[config.mk]
export PLATFORM = sky130hd
export DESIGN_NAME = dma_reg_ctrl
export DESIGN_NICKNAME = d
export VERILOG_FILES = /design/src/rtl/dma_reg_pkg.sv /design/src/rtl/dma_copy_fsm.sv /design/src/rtl/dma_reg_ctrl.sv
export SDC_FILE = /design/constraint.sdc
export NUM_CORES = 1
export LEC_CHECK = 0
export CORE_AREA = 5 5 160 162
export CTS_CLUSTER_SIZE = 30
export DETAILED_ROUTE_END_ITERATION = 8
export DIE_AREA = 0 0 165 167
export PLACE_DENSITY = 0.8
export SETUP_SLACK_MARGIN = 0.2
export SKIP_LAST_GASP = 1
export SLEW_MARGIN = 20
export SYNTH_ARGS = -nofsm -noshare
export SYNTH_HDL_FRONTEND = slang
export SYNTH_SLANG_ARGS = --single-unit
[constraint.sdc]
create_clock -name clk -period 4.18 [get_ports clk]
set_clock_uncertainty 0.1 [all_clocks]
set_input_delay 0.836 -clock clk [delete_from_list [all_inputs] [get_ports clk]]
set_output_delay 0.836 -clock clk [all_outputs]
set_load 0.1 [all_outputs]
[src/rtl/dma_reg_pkg.sv]
// Shared definitions for the DMA register block: register offsets,
// control/status bit positions and the copy engine state encoding.
package dma_reg_pkg;

  localparam logic [4:0] CTRL_OFF     = 5'h00;
  localparam logic [4:0] STATUS_OFF   = 5'h04;
  localparam logic [4:0] SRC_ADDR_OFF = 5'h08;
  localparam logic [4:0] DST_ADDR_OFF = 5'h0C;
  localparam logic [4:0] LENGTH_OFF   = 5'h10;
  localparam logic [4:0] INTR_CLR_OFF = 5'h14;

  localparam int CTRL_START_BIT   = 0;
  localparam int CTRL_INTR_EN_BIT = 1;
  localparam int CTRL_ABORT_BIT   = 2;

  localparam int STAT_BUSY_BIT   = 0;
  localparam int STAT_DONE_BIT   = 1;
  localparam int STAT_ERR_BIT    = 2;
  localparam int STAT_REMAIN_LSB = 16;

  typedef enum logic [1:0] {
    IDLE = 2'd0,
    RD   = 2'd1,
    WR   = 2'd2,
    FIN  = 2'd3
  } dma_state_e;

endpackage

[src/rtl/dma_copy_fsm.sv]
// Word-by-word memory-to-memory copy engine. Owns the working source,
// destination and remaining count, the DONE/ERR/BUSY flags and the
// req/ack memory port. All memory port outputs are registered.
module dma_copy_fsm
  import dma_reg_pkg::*;
#(
  parameter int ADDR_W = 32,
  parameter int DATA_W = 32,
  parameter int LEN_W  = 16
) (
  input  logic              clk,
  input  logic              rst,
  input  logic              start,
  input  logic              abort,
  input  logic              clr_done,
  input  logic              clr_err,
  input  logic [ADDR_W-1:0] src_in,
  input  logic [ADDR_W-1:0] dst_in,
  input  logic [LEN_W-1:0]  len_in,
  output logic              busy,
  output logic              done,
  output logic              err,
  output logic [LEN_W-1:0]  remaining,
  output logic              mem_req,
  output logic              mem_we,
  output logic [ADDR_W-1:0] mem_addr,
  output logic [DATA_W-1:0] mem_wdata,
  input  logic [DATA_W-1:0] mem_rdata,
  input  logic              mem_ack
);

  dma_state_e        state;
  logic [ADDR_W-1:0] src;
  logic [ADDR_W-1:0] dst;
  logic              abort_pend;
  logic              abort_now;
  logic [ADDR_W-1:0] src_next;

  // An abort arriving in the same cycle as the ack counts just like one
  // that arrived earlier and was held pending.
  assign abort_now = abort | abort_pend;
  assign src_next  = src + ADDR_W'(4);

  function automatic logic [ADDR_W-1:0] word_addr(input logic [ADDR_W-1:0] a);
    return {a[ADDR_W-1:2], 2'b00};
  endfunction

  // Copy sequencer: flag clears are applied first so a same-cycle set wins.
  always_ff @(posedge clk) begin
    if (rst) begin
      state      <= IDLE;
      busy       <= 1'b0;
      done       <= 1'b0;
      err        <= 1'b0;
      remaining  <= '0;
      src        <= '0;
      dst        <= '0;
      abort_pend <= 1'b0;
      mem_req    <= 1'b0;
      mem_we     <= 1'b0;
      mem_addr   <= '0;
      mem_wdata  <= '0;
    end else begin
      if (clr_done) done <= 1'b0;
      if (clr_err)  err  <= 1'b0;
      case (state)
        IDLE: begin
          abort_pend <= 1'b0;
          if (start) begin
            if (len_in == '0) begin
              err <= 1'b1;
            end else begin
              state     <= RD;
              busy      <= 1'b1;
              done      <= 1'b0;
              err       <= 1'b0;
              src       <= src_in;
              dst       <= dst_in;
              remaining <= len_in;
              mem_req   <= 1'b1;
              mem_we    <= 1'b0;
              mem_addr  <= word_addr(src_in);
            end
          end
        end
        RD: begin
          if (mem_ack) begin
            mem_wdata <= mem_rdata;
            if (abort_now) begin
              state      <= IDLE;
              busy       <= 1'b0;
              err        <= 1'b1;
              mem_req    <= 1'b0;
              abort_pend <= 1'b0;
            end else begin
              state    <= WR;
              mem_we   <= 1'b1;
              mem_addr <= word_addr(dst);
            end
          end else if (abort) begin
            abort_pend <= 1'b1;
          end
        end
        WR: begin
          if (mem_ack) begin
            src       <= src_next;
            dst       <= dst + ADDR_W'(4);
            remaining <= remaining - LEN_W'(1);
            mem_we    <= 1'b0;
            if (abort_now) begin
              state      <= IDLE;
              busy       <= 1'b0;
              err        <= 1'b1;
              mem_req    <= 1'b0;
              abort_pend <= 1'b0;
            end else if (remaining == LEN_W'(1)) begin
              state   <= FIN;
              mem_req <= 1'b0;
            end else begin
              state    <= RD;
              mem_addr <= word_addr(src_next);
            end
          end else if (abort) begin
            abort_pend <= 1'b1;
          end
        end
        FIN: begin
          state <= IDLE;
          busy  <= 1'b0;
          done  <= 1'b1;
        end
        default: state <= IDLE;
      endcase
    end
  end

endmodule

[src/rtl/dma_reg_ctrl.sv]
// DMA register block: decodes the register bus into CTRL/STATUS/SRC/DST/
// LENGTH/INTR_CLR, drives the copy engine and produces the level interrupt.
// The reset input is synchronous and active-high despite its name.
module dma_reg_ctrl
  import dma_reg_pkg::*;
#(
  parameter int ADDR_W = 32,
  parameter int DATA_W = 32,
  parameter int LEN_W  = 16
) (
  input  logic              clk,
  input  logic              rst_n,
  input  logic              wr_en,
  input  logic              rd_en,
  input  logic [ADDR_W-1:0] addr,
  input  logic [DATA_W-1:0] wdata,
  output logic [DATA_W-1:0] rdata,
  output logic              mem_req,
  output logic              mem_we,
  output logic [ADDR_W-1:0] mem_addr,
  output logic [DATA_W-1:0] mem_wdata,
  input  logic [DATA_W-1:0] mem_rdata,
  input  logic              mem_ack,
  output logic              irq
);

  logic [4:0]        reg_off;
  logic              intr_en;
  logic [ADDR_W-1:0] src_reg;
  logic [ADDR_W-1:0] dst_reg;
  logic [LEN_W-1:0]  len_reg;
  logic              busy;
  logic              done;
  logic              err;
  logic [LEN_W-1:0]  remaining;
  logic              start_p;
  logic              abort_p;
  logic              clr_done;
  logic              clr_err;
  logic [DATA_W-1:0] rd_val;
  logic              unused_addr_bits;

  assign reg_off          = {addr[4:2], 2'b00};
  assign unused_addr_bits = ^{addr[ADDR_W-1:5], addr[1:0]};

  assign start_p  = wr_en && (reg_off == CTRL_OFF) && wdata[CTRL_START_BIT];
  assign abort_p  = wr_en && (reg_off == CTRL_OFF) && wdata[CTRL_ABORT_BIT];
  assign clr_done = wr_en && (reg_off == INTR_CLR_OFF) && wdata[STAT_DONE_BIT];
  assign clr_err  = wr_en && (reg_off == INTR_CLR_OFF) && wdata[STAT_ERR_BIT];

  // Register writes; transfer parameters are frozen while a copy is running.
  always_ff @(posedge clk) begin
    if (rst_n) begin
      intr_en <= 1'b0;
      src_reg <= '0;
      dst_reg <= '0;
      len_reg <= '0;
    end else if (wr_en) begin
      case (reg_off)
        CTRL_OFF:     intr_en <= wdata[CTRL_INTR_EN_BIT];
        SRC_ADDR_OFF: if (!busy) src_reg <= ADDR_W'(wdata);
        DST_ADDR_OFF: if (!busy) dst_reg <= ADDR_W'(wdata);
        LENGTH_OFF:   if (!busy) len_reg <= wdata[LEN_W-1:0];
        default: ;
      endcase
    end
  end

  // Read mux over the current (pre-write) register values.
  always_comb begin
    rd_val = '0;
    case (reg_off)
      CTRL_OFF: rd_val[CTRL_INTR_EN_BIT] = intr_en;
      STATUS_OFF: begin
        rd_val[STAT_BUSY_BIT]                = busy;
        rd_val[STAT_DONE_BIT]                = done;
        rd_val[STAT_ERR_BIT]                 = err;
        rd_val[STAT_REMAIN_LSB +: LEN_W]     = remaining;
      end
      SRC_ADDR_OFF: rd_val = DATA_W'(src_reg);
      DST_ADDR_OFF: rd_val = DATA_W'(dst_reg);
      LENGTH_OFF:   rd_val = DATA_W'(len_reg);
      default: ;
    endcase
  end

  // Registered read data, held until the next read strobe.
  always_ff @(posedge clk) begin
    if (rst_n)      rdata <= '0;
    else if (rd_en) rdata <= rd_val;
  end

  // Level interrupt, one cycle behind DONE.
  always_ff @(posedge clk) begin
    if (rst_n) irq <= 1'b0;
    else       irq <= done & intr_en;
  end

  dma_copy_fsm #(
    .ADDR_W(ADDR_W),
    .DATA_W(DATA_W),
    .LEN_W (LEN_W)
  ) u_copy_fsm (
    .clk      (clk),
    .rst      (rst_n),
    .start    (start_p),
    .abort    (abort_p),
    .clr_done (clr_done),
    .clr_err  (clr_err),
    .src_in   (src_reg),
    .dst_in   (dst_reg),
    .len_in   (len_reg),
    .busy     (busy),
    .done     (done),
    .err      (err),
    .remaining(remaining),
    .mem_req  (mem_req),
    .mem_we   (mem_we),
    .mem_addr (mem_addr),
    .mem_wdata(mem_wdata),
    .mem_rdata(mem_rdata),
    .mem_ack  (mem_ack)
  );

endmodule

==> flow_summary.yaml, run 1 <==
run_status:
  status: "complete, no violations"
synthesis:
  synth_top_area_frac: 0.402
  synth_commonest_cells: "nand2_1, dfxtp_1, a21oi_1, nor2_1, clkbuf_1"
  synth-compound-area-share: 0.250
  synth_top_family_by_area: "compound AO/OA/AOI/OAI gates"
  synth-adder-area-share: 0.00774
  ys_warn_count: 0
  yosysMostFrequentCell: "nand2_1"
  ys_seq_area_frac: 0.402
  synthFlopType: "dfxtp_1"
  synthMuxAreaShare: 0.0355
  async_reset_ff_frac: 0
  syn_inst: 1709
  synthXorXnorAreaFrac: 0.0149
  ys_top_cells_by_area: "dfxtp_1, nand2_1, a21oi_1"
  synth_area_um2: 12900
  synth-seq-cells: 260
  synthDistinctLibCells: 69
  yosys.area.top_type: "dfxtp_1"
  synth-simple-area-share: 0.240
  syn_avg_cell_area_um2: 7.57
  synth_enable_flop_cells: 0
setup_path:
  worstSetupStartpointType: "primary input"
  rr_worst_depth: 9
  cp-end-kind: "flop"
  crit_slowest_cell: "or4_1"
  worstSetupPathType: "primary input to flop"
  path_cells: "clkdlybuf4s50_1 -> or4b_4 -> o21ai_4 -> o221ai_2 -> or4_1 -> buf_12 -> a2111oi_0 -> a31o_2"
  crit_start: "wr_en"
  critPathArrivalTime_ns: 3.69
  cp_max_fo: 19
  cpPeakStageDelay_ns: 0.73
  cp.required_ns: 4.57
  r2r-start: "u_copy_fsm.state[0]"
clock_network:
  clk_pin_slew_worst_paths_ns: 0.06
  cts_root_buffer: "clkbuf_16"
  cts_buffers: 28
  worst_skew_pair.late_latency_ns: 0.54
  htreeDepth: 1
  cts_tree: "done"
  cts_resized: 0
  cts_setup_buffers: 0
  cts_buffer_depth: 3
  postCtsHoldBufs: 0
  numClockSinks: 260
final_layout:
  drive_above_1_share: 0.0680
  final_net_count: 1911
  antenna-diode-count: 0
  fin_cells: 2148
  fill_cells: 2059
  seqCellArea_um2: 5200
  multi_input_area_um2: 7110
  areaGrowthSynthToFinish_pct: 21.8
routing:
  vias: 13220
  dr.first_iter.drc_count: 1623
  drtAntennaViolNets: 0
  wl_per_cell_um: 19.0
  vias_per_cell: 6.15
  first_pass_iters: 5
  routed_wl_mm: 40.7
  drc: 0
hold_path:
  hold_depth: 2
  min_from: "u_copy_fsm.mem_wdata[3]"
  worst_hold_path_type: "flop to flop"
sta:
  setup_viol: 0
  worst_pin_slew_ns: 1.05
  fin_crit_sh: 0.790
  tns_ns: 0
  fin_crit_ns: 3.30
  hold_viol_final: 0
  drv_slew: 0
  max_freq_mhz: 303
  rsz0062_at_grt: "no"
  slew_headroom: 0.296
power_and_ir_drop:
  ir_worst_vdd_mv: 0.334
  powerDensity_nw_per_um2: 355
  power_leakage_nw: 5.26
floorplanning:
  fp.dieH_um: 167
  row_count: 57
  die_area_um2: 27600
  initial_core_util: 0.540
  ios: 200
  die_w_um: 165
  coreArea_um2: 24000
place:
  placedCellCount: 2096
  gp_congestion: 0.910
  numPortBuffers: 168
  place_hpwl_mm: 27.6
global_routing:
  grt_usage: 0.288
  grt_pass1_vias: 12189
  grt.overflow.total: 0
  grt.busiest_layer: "met2"
  use_met3: 0.0581
  grt_max_degree: 204
  grt_pass1_wl_mm: 65.3
  antenna_found_initial: 0
  use_met2: 0.438
  grtUsageMet1: 0.411
flow_run:
  drv_cap: 0
[final timing paths]
kind	endpoint	slack, ns
max	u_copy_fsm.mem_addr[2]	0.88
min reg2reg	u_copy_fsm.mem_wdata[3]	0.35
max reg2reg	u_copy_fsm.mem_addr[17]	1.05
min	u_copy_fsm.mem_wdata[3]	0.35
[critical path: cells and delay by family]
family          cells  cell delay (ns)
simple gates        2             1.26
buf+inv             2             0.78
compound gates      4             0.80
[final cells by class]
cell class,instances,share of cell area
multi-input combinational,1282,0.451
sequential,260,0.330
timing repair buffer,204,0.126
clock buffer,38,0.0495
tap,324,0.0257
clock inverter,14,0.0115
inverter,26,0.00619
[report_power, final]
group	leakage (nW)	switching (W)	internal, W	total, W
logic	2.69	0.000307	0.000156	0.000463
registers	2.10	0.0000346	0.00251	0.00255
clock network	0.465	0.00104	0.00155	0.00259
total	5.26	0.00138	0.00422	0.00560
[per-layer routing]
metal	up-vias	routed length, um
li1	6249	-
met1	6243	17200
met2	636	18300
met3	92	4090
met4	0	1180
met5	-	0
[cells in the final DEF, fill, tap and decap left out, types with 29 or more instances in the layout]
cell	count
o21ai_0	75
nor2b_1	42
a21oi_1	237
nand3_1	43
buf_4	33
clkdlybuf4s50_1	166
nand2_1	344
clkbuf_16	29
dfxtp_1	260
nor2_1	133
nor3_1	33
[through the flow]
step | worst slack, ns | power [W] | area, um2 | utilization | hold WS (ns)
after floorplan | 1.04 | 0.00288 | 12900 | - | 0.333
after global placement | 0.369 | 0.00305 | 14800 | 0.618 | 0.341
after detailed placement | 0.345 | 0.00305 | 14800 | 0.618 | 0.346
after CTS | 0.916 | 0.00562 | 15800 | 0.658 | 0.354
after global routing | 0.789 | 0.00577 | 15800 | 0.658 | 0.375
final | 0.877 | 0.00560 | 15800 | 0.658 | 0.353
[cell families (layout without fill, tap and decap cells)]
group / after synthesis / count (layout)
and+or+nand+nor: 691 / 691
xor gates and xnor gates: 22 / 22
DFF: 260 / 260
other: 1 / 2
buffers and inverters: 168 / 282
adders and majority gates: 8 / 8
muxes: 42 / 42
AOI/OAI and AO/OA: 517 / 517
(Power assumes the default switching activity.)
==> run 2: changes to the inputs <==
--- a/config.mk
+++ b/config.mk
@@ -5,11 +5,11 @@
 export SDC_FILE = /design/constraint.sdc
 export NUM_CORES = 1
 export LEC_CHECK = 0
-export CORE_AREA = 5 5 160 162
+export CORE_AREA = 5 5 169 171
 export CTS_CLUSTER_SIZE = 30
 export DETAILED_ROUTE_END_ITERATION = 8
-export DIE_AREA = 0 0 165 167
-export PLACE_DENSITY = 0.8
+export DIE_AREA = 0 0 174 176
+export PLACE_DENSITY = 0.76
 export SETUP_SLACK_MARGIN = 0.2
 export SKIP_LAST_GASP = 1
 export SLEW_MARGIN = 20
==> constraint.sdc (replaced) <==
create_clock -name clk -period 2.8 [get_ports clk]
set_clock_uncertainty 0.1 [all_clocks]
set_input_delay 0.56 -clock clk [delete_from_list [all_inputs] [get_ports clk]]
set_output_delay 0.56 -clock clk [all_outputs]
set_load 0.1 [all_outputs]
==> flow_summary.yaml, run 2 (same netlist as run 1, synthesis figures left out) <==
place:
  numPortBuffers: 168
  place_hpwl_mm: 31.1
  gp_congestion: 0.930
final_layout:
  areaGrowthSynthToFinish_pct: 24.9
  seqCellArea_um2: 5210
  fill_cells: 2403
  drive_above_1_share: 0.160
  multi_input_area_um2: 7180
  final_cell_mix: "nand2_1, dfxtp_1, a21oi_1"
  antenna-diode-count: 0
  final_common_cell: "nand2_1"
  final_net_count: 1979
  fin_util: 0.605
clock_network:
  numClockSinks: 260
  cts_buffer_depth: 3
  worst_skew_pair.late_latency_ns: 0.55
  cts_root_buffer: "clkbuf_16"
  cts_tree: "done"
  cts_buffers: 28
  clk_pin_slew_worst_paths_ns: 0.07
  postCtsHoldBufs: 0
  htreeDepth: 1
global_routing:
  grt_pass1_wl_mm: 69.3
  grt.overflow.total: 0
  grt_pass1_vias: 12737
  grt_usage: 0.275
  grt_max_degree: 128
  antenna_found_initial: 1
floorplanning:
  ios: 200
  die_w_um: 174
  initial_core_util: 0.484
  fp.dieH_um: 176
  row_count: 60
  die_area_um2: 30600
  coreArea_um2: 26700
setup_path:
  critPathArrivalTime_ns: 2.98
  worstSetupStartpointType: "primary input"
  path_cells: "clkdlybuf4s50_1 -> or4b_4 -> o21ai_4 -> o221ai_4 -> or4_4 -> a2111oi_0 -> a31o_2"
  cp_num_buf_inv: 1
  crit_family: "simple AND/OR/NAND/NOR gates"
  cp-end-kind: "flop"
  cp_max_fo: 5
  cp.required_ns: 3.20
  cpPeakStageDelay_ns: 0.58
  worstSetupPathType: "primary input to flop"
  crit_slowest_cell: "or4b_4"
routing:
  wl_per_cell_um: 20.1
  drtAntennaViolNets: 0
  first_pass_iters: 6
  vias: 13524
  vias_per_cell: 6.08
  drc: 0
  dr.first_iter.drc_count: 1307
  routed_wl_mm: 44.7
power_and_ir_drop:
  powerDensity_nw_per_um2: 506
  ir_worst_vdd_mv: 0.433
  power_leakage_nw: 5.83
sta:
  hold_viol_final: 0
  whs_ns: 0.284
  worst_pin_slew_ns: 0.653
  drv_slew: 0
  setup_viol: 0
  rsz0062_at_grt: "yes"
  fin_crit_ns: 2.58
  max_freq_mhz: 388
  fin_crit_sh: 0.921
  slew_headroom: 0.565
hold_path:
  worst_hold_path_type: "primary input to flop"
flow_run:
  drv_cap: 0
run_status:
  status: "complete, no violations"
==> run 2: through the flow <==
step                power, W  setup TNS, ns  std cells  area (um2)  worst slack (ns)
floorplan            0.00430       -0.00173       1710       13000          -0.00173
global placement     0.00460         -19.56       2177       15200            -0.434
detailed placement   0.00461         -21.86       2177       15200            -0.459
CTS                  0.00820              0       2223       16100             0.186
global route         0.00841              0       2226       16200             0.184
finish               0.00819              0       2226       16200             0.221
==> run 2: repair_timing <==
item                       in CTS  in global routing
cloned                          0                  1
pin swaps                       1                  3
setup endpoints to repair     111                 78
setup buffers                   1                  2
resized for setup               4                 13
==> run 2: per-layer routing <==
| layer | GRT usage | wire length [um] | vias up |
|---|---|---|---|
| li1 | - | - | 6381 |
| met1 | 0.359 | 18000 | 6319 |
| met2 | 0.448 | 20100 | 707 |
| met3 | 0.0593 | 4680 | 115 |
| met4 | 0.104 | 1870 | 2 |
| met5 | 0 | 12 | - |
==> run 2: worst paths after layout <==
path                                 start  depth (start not counted)  slack (ns)                  endpoint
setup / recovery                   addr[3]                          7        0.22    u_copy_fsm.mem_addr[2]
hold / removal                       rst_n                          2        0.28        u_copy_fsm.src[23]
setup reg to reg       u_copy_fsm.state[0]                         11        0.25        u_copy_fsm.dst[13]
hold reg to reg   u_copy_fsm.mem_wdata[13]                          2        0.35  u_copy_fsm.mem_wdata[13]
==> run 2: final cells by class <==
cell class              instances  share of cell area
clock inverters                 8             0.00418
flip-flops and latches        260               0.322
inverters                      26             0.00604
clock buffers                  37              0.0505
multi-input cells            1282               0.444
well taps                     341              0.0264
repair buffers                272               0.147
==> run 2: power by group <==
group / switching, W / leakage, nW / total [W] / internal (W)
Sequential: 0.0000514 / 2.10 / 0.00380 / 0.00375
Combinational: 0.000482 / 3.28 / 0.000753 / 0.000271
Clock: 0.00153 / 0.441 / 0.00363 / 0.00211
